<file path="src/rtl/tdm_demux_8.sv">
// Frame-based 1-to-8 TDM demultiplexer: beats are steered into slot shadow
// registers by a 3-bit slot counter and a whole frame is published on slot 7.
module tdm_demux_8 #(
    parameter int WIDTH = 1
) (
    input  logic             clk,
    input  logic             rst,
    input  logic [WIDTH-1:0] d,
    input  logic             valid,
    input  logic             sync,
    output logic [WIDTH-1:0] o1,
    output logic [WIDTH-1:0] o2,
    output logic [WIDTH-1:0] o3,
    output logic [WIDTH-1:0] o4,
    output logic [WIDTH-1:0] o5,
    output logic [WIDTH-1:0] o6,
    output logic [WIDTH-1:0] o7,
    output logic [WIDTH-1:0] o8,
    output logic             s0,
    output logic             s1,
    output logic             s2,
    output logic             frame_done,
    output logic             sync_err
);

    logic [2:0]       r_slot;
    logic [WIDTH-1:0] r_sh [0:6];
    logic [WIDTH-1:0] r_o  [0:7];
    logic             r_frame_done;
    logic             r_sync_err;

    always_ff @(posedge clk) begin
        if (rst) begin
            r_slot       <= 3'd0;
            r_frame_done <= 1'b0;
            r_sync_err   <= 1'b0;
            for (int k = 0; k < 7; k++) r_sh[k] <= '0;
            for (int k = 0; k < 8; k++) r_o[k]  <= '0;
        end else begin
            r_frame_done <= 1'b0;
            r_sync_err   <= 1'b0;
            if (valid) begin
                if (sync) begin
                    // A sync beat always restarts the frame; mid-frame data is dropped.
                    r_sh[0]    <= d;
                    r_slot     <= 3'd1;
                    r_sync_err <= (r_slot != 3'd0);
                end else if (r_slot == 3'd7) begin
                    for (int k = 0; k < 7; k++) r_o[k] <= r_sh[k];
                    r_o[7]       <= d;
                    r_slot       <= 3'd0;
                    r_frame_done <= 1'b1;
                end else begin
                    for (int k = 0; k < 7; k++) begin
                        if (r_slot == 3'(k)) r_sh[k] <= d;
                    end
                    r_slot <= r_slot + 3'd1;
                end
            end
        end
    end

    assign o1 = r_o[0];
    assign o2 = r_o[1];
    assign o3 = r_o[2];
    assign o4 = r_o[3];
    assign o5 = r_o[4];
    assign o6 = r_o[5];
    assign o7 = r_o[6];
    assign o8 = r_o[7];

    // s0 is the MSB of the slot index.
    assign s0 = r_slot[2];
    assign s1 = r_slot[1];
    assign s2 = r_slot[0];

    assign frame_done = r_frame_done;
    assign sync_err   = r_sync_err;

endmodule
</file>
<file path="config.mk">
export PLATFORM = sky130hd
export DESIGN_NAME = tdm_demux_8
export DESIGN_NICKNAME = d
export VERILOG_FILES = /design/src/rtl/tdm_demux_8.sv
export SDC_FILE = /design/constraint.sdc
export NUM_CORES = 1
export LEC_CHECK = 0
export BUFFER_PORTS_ARGS = -buffer_cell sky130_fd_sc_hd__buf_4
export CORE_ASPECT_RATIO = 0.8
export CORE_UTILIZATION = 52
export CTS_CLUSTER_DIAMETER = 40
export DETAILED_ROUTE_END_ITERATION = 7
export HOLD_SLACK_MARGIN = 0.02
export PLACE_DENSITY = 0.79
export SETUP_SLACK_MARGIN = 0.05
export SLEW_MARGIN = 20
export SYNTH_ARGS = -nofsm -noshare
export SYNTH_HDL_FRONTEND = slang
export SYNTH_SLANG_ARGS = --single-unit
</file>
<file path="constraint.sdc">
create_clock -name clk -period 1.89 [get_ports clk]
set_input_delay 0.4725 -clock clk [delete_from_list [all_inputs] [get_ports clk]]
set_output_delay 0.4725 -clock clk [all_outputs]
set_load 0.05 [all_outputs]
</file>
==> flow_summary.json <==
{
  "fin_nets": 102,
  "cts.htree.levels": 1,
  "hold_path.class": "in -> reg",
  "drtAntennaViolNets": 0,
  "cts_setup_buffers": 0,
  "hp-start": "rst",
  "status": "finished, final reports clean",
  "r2r_setup_slack_ps": 380,
  "cap_violations": 0,
  "dieArea_sq_mm": 0.00199,
  "yosysUniqueCellTypes": 20,
  "drive_gt1_share_pct": 25.8,
  "ios": 18,
  "numCtsBuffers": 3,
  "place.port_buffers": 17,
  "cp-end-kind": "flop",
  "slew_viol_final": 0,
  "slew_headroom_pct": 73.2,
  "totalWireLength_um": 1310,
  "hold_viol": 0,
  "yosysSeqAreaShare_pct": 58.4,
  "grt_usage_pct": 14.8,
  "root_buffer": "clkbuf_4",
  "synth_area_sq_um": 943,
  "cts.repair.resized": 0,
  "tightest_slew_ps": 402,
  "grt_pass1_vias": 449,
  "firstDrtPassIters": 4,
  "yosys_warnings": 0,
  "fin_crit_ps": 1510,
  "grt_first_pass_wirelength_um": 1950,
  "grt_max_degree": 17,
  "rr_endpoint": "r_o[1][1]",
  "drc": 0,
  "die_w_um": 49.6,
  "row_count": 13,
  "period_share_pct": 80.0,
  "cts_tree": "built",
  "power_density_mw_per_mm2": 724,
  "viasPerCell": 5.07,
  "die-height_um": 40.1,
  "reg2reg_from": "r_slot[0]",
  "skew_ps": 7.45,
  "cts_sinks": 20,
  "grt_overflow": 0,
  "diodes": 0,
  "hold_end": "r_slot[2]",
  "wl_per_cell_um": 11.8,
  "whs_ps": 460,
  "globalplace.congestion": 0.737,
  "rsz0062_at_grt": "false",
  "path_class": "reg -> reg",
  "ff2ff_path_depth": 3,
  "tns_ps": 0,
  "hpwl_um": 930,
  "synthCells": 70,
  "synth_fp_nets": 82,
  "critPathRequiredTime_ps": 1870,
  "hold_buffers": 0,
  "grt_antenna_before_repair": 0,
  "ys_ff_latch": 20,
  "vias": 563,
  "core_area_sq_mm": 0.00166,
  "cts.clk_slew.worst_paths_ps": 110,
  "cp-start-kind": "flop",
  "clk_latency_ps": 300,
  "p_leak_nw": 0.523,
  "clock_path_buffers": 2,
  "areaGrowthSynthToFinish_pct": 17.5,
  "syn_area_per_cell_sq_um": 13.5,
  "hold_depth": 2,
  "drtIter0Drc": 11,
  "crit_arrival_ps": 1490,
  "ir_drop_uv": 464,
  "finalSetupViolCount": 0,
  "path_max_fanout": 8,
  "fmax_mhz": 661,
  "start_util_pct": 56.9
}
==> state kept, by name (all words and copies together), names as in the netlist <==
signal / count
r_o: 8
r_sh: 7
r_slot: 3
frame_done: 1
sync_err: 1
==> worst max-delay path: stages (launching register included) <==
cell and delay, ps:
dfxtp_1 430, ha_1 230, ha_1 220, a21o_1 310
==> per-layer routing <==
layer / GRT usage [%] / up-vias / wire [um]
met4: 6.43 / 0 / 9
met3: 7.95 / 2 / 81
met5: 0 / - / 0
li1: - / 287 / -
met2: 27.0 / 15 / 615
met1: 14.5 / 259 / 600
==> placed cells by master (no fill, tap or decap), drive strengths merged <==
cell type	instances
o22a	1
nor2b	4
and4b	2
o32ai	1
o22ai	1
clkinv	1
a21o	8
clkbuf	3
ha	7
nor3b	1
nor2	4
nand2b	3
nor3	1
edfxtp	15
buf	17
dfxtp	5
inv	3
and2	6
and3	5
nand2	1
==> through the flow <==
step           utilization, %  std cells  total power (W)  cell area (sq um)  setup WS (ps)
3_5_place_dp             65.2        107         0.000615               1080            406
5_1_grt                  66.8        111         0.000838               1110            268
6_report                 66.8        111         0.000803               1110            378
3_3_place_gp             65.2        107         0.000615               1080            418
2_1_floorplan               -         70         0.000584                943            152
4_1_cts                  66.8        111         0.000815               1110            373
==> worst max path at each step <==
| stage | startpoint | to | slack (ps) | cells past startpoint |
|---|---|---|---|---|
| floorplan | r_slot[0] | r_o[0][0] | 150 | 3 |
| global placement | valid | r_o[0][2] | 420 | 3 |
| detailed placement | valid | r_o[0][1] | 410 | 3 |
| CTS | r_slot[0] | r_o[1][3] | 370 | 3 |
| global route | r_slot[0] | r_o[0][0] | 270 | 4 |
| finish | r_slot[0] | r_o[1][1] | 380 | 3 |
==> cells in the mapped netlist (all sizes together) <==
master	instances	area share [%]
nand2	1	0.40
a21o	8	6.4
nor3b	1	2.0
buf	2	1.7
and4b	2	2.1
o22ai	1	0.66
nor3	1	1.7
inv	3	1.2
o22a	1	0.93
and3	5	3.3
edfxtp	15	48
and2	6	4.0
nor2	4	1.6
dfxtp	5	11
ha	7	9.3
o32ai	1	0.93
nor2b	4	2.7
nand2b	3	2.8
==> cells by family after synthesis <==
kind of cell             after synthesis  synth area share, %
AO/OA/AOI/OAI                         11                 8.89
buffers and inverters                  5                 2.92
AND/OR/NAND/NOR                       27                 20.6
adder cells (fa/ha/maj)                7                 9.28
flip-flops                            20                 58.4
==> power by group <==
group,switching (W),internal [W]
registers,0.00000668,0.000488
clock network,0.000121,0.0000769
logic,0.0000727,0.0000374
total,0.000200,0.000603
==> final cells by class <==
type	count	area, sq um
clock inverter	1	3.75
fill	135	551
tap	22	27.5
inverter	3	11.3
sequential	20	551
timing repair buffer	17	128
clock buffer	3	22.5
multi-input combinational	45	365
Power figures use the tool's default switching activity.
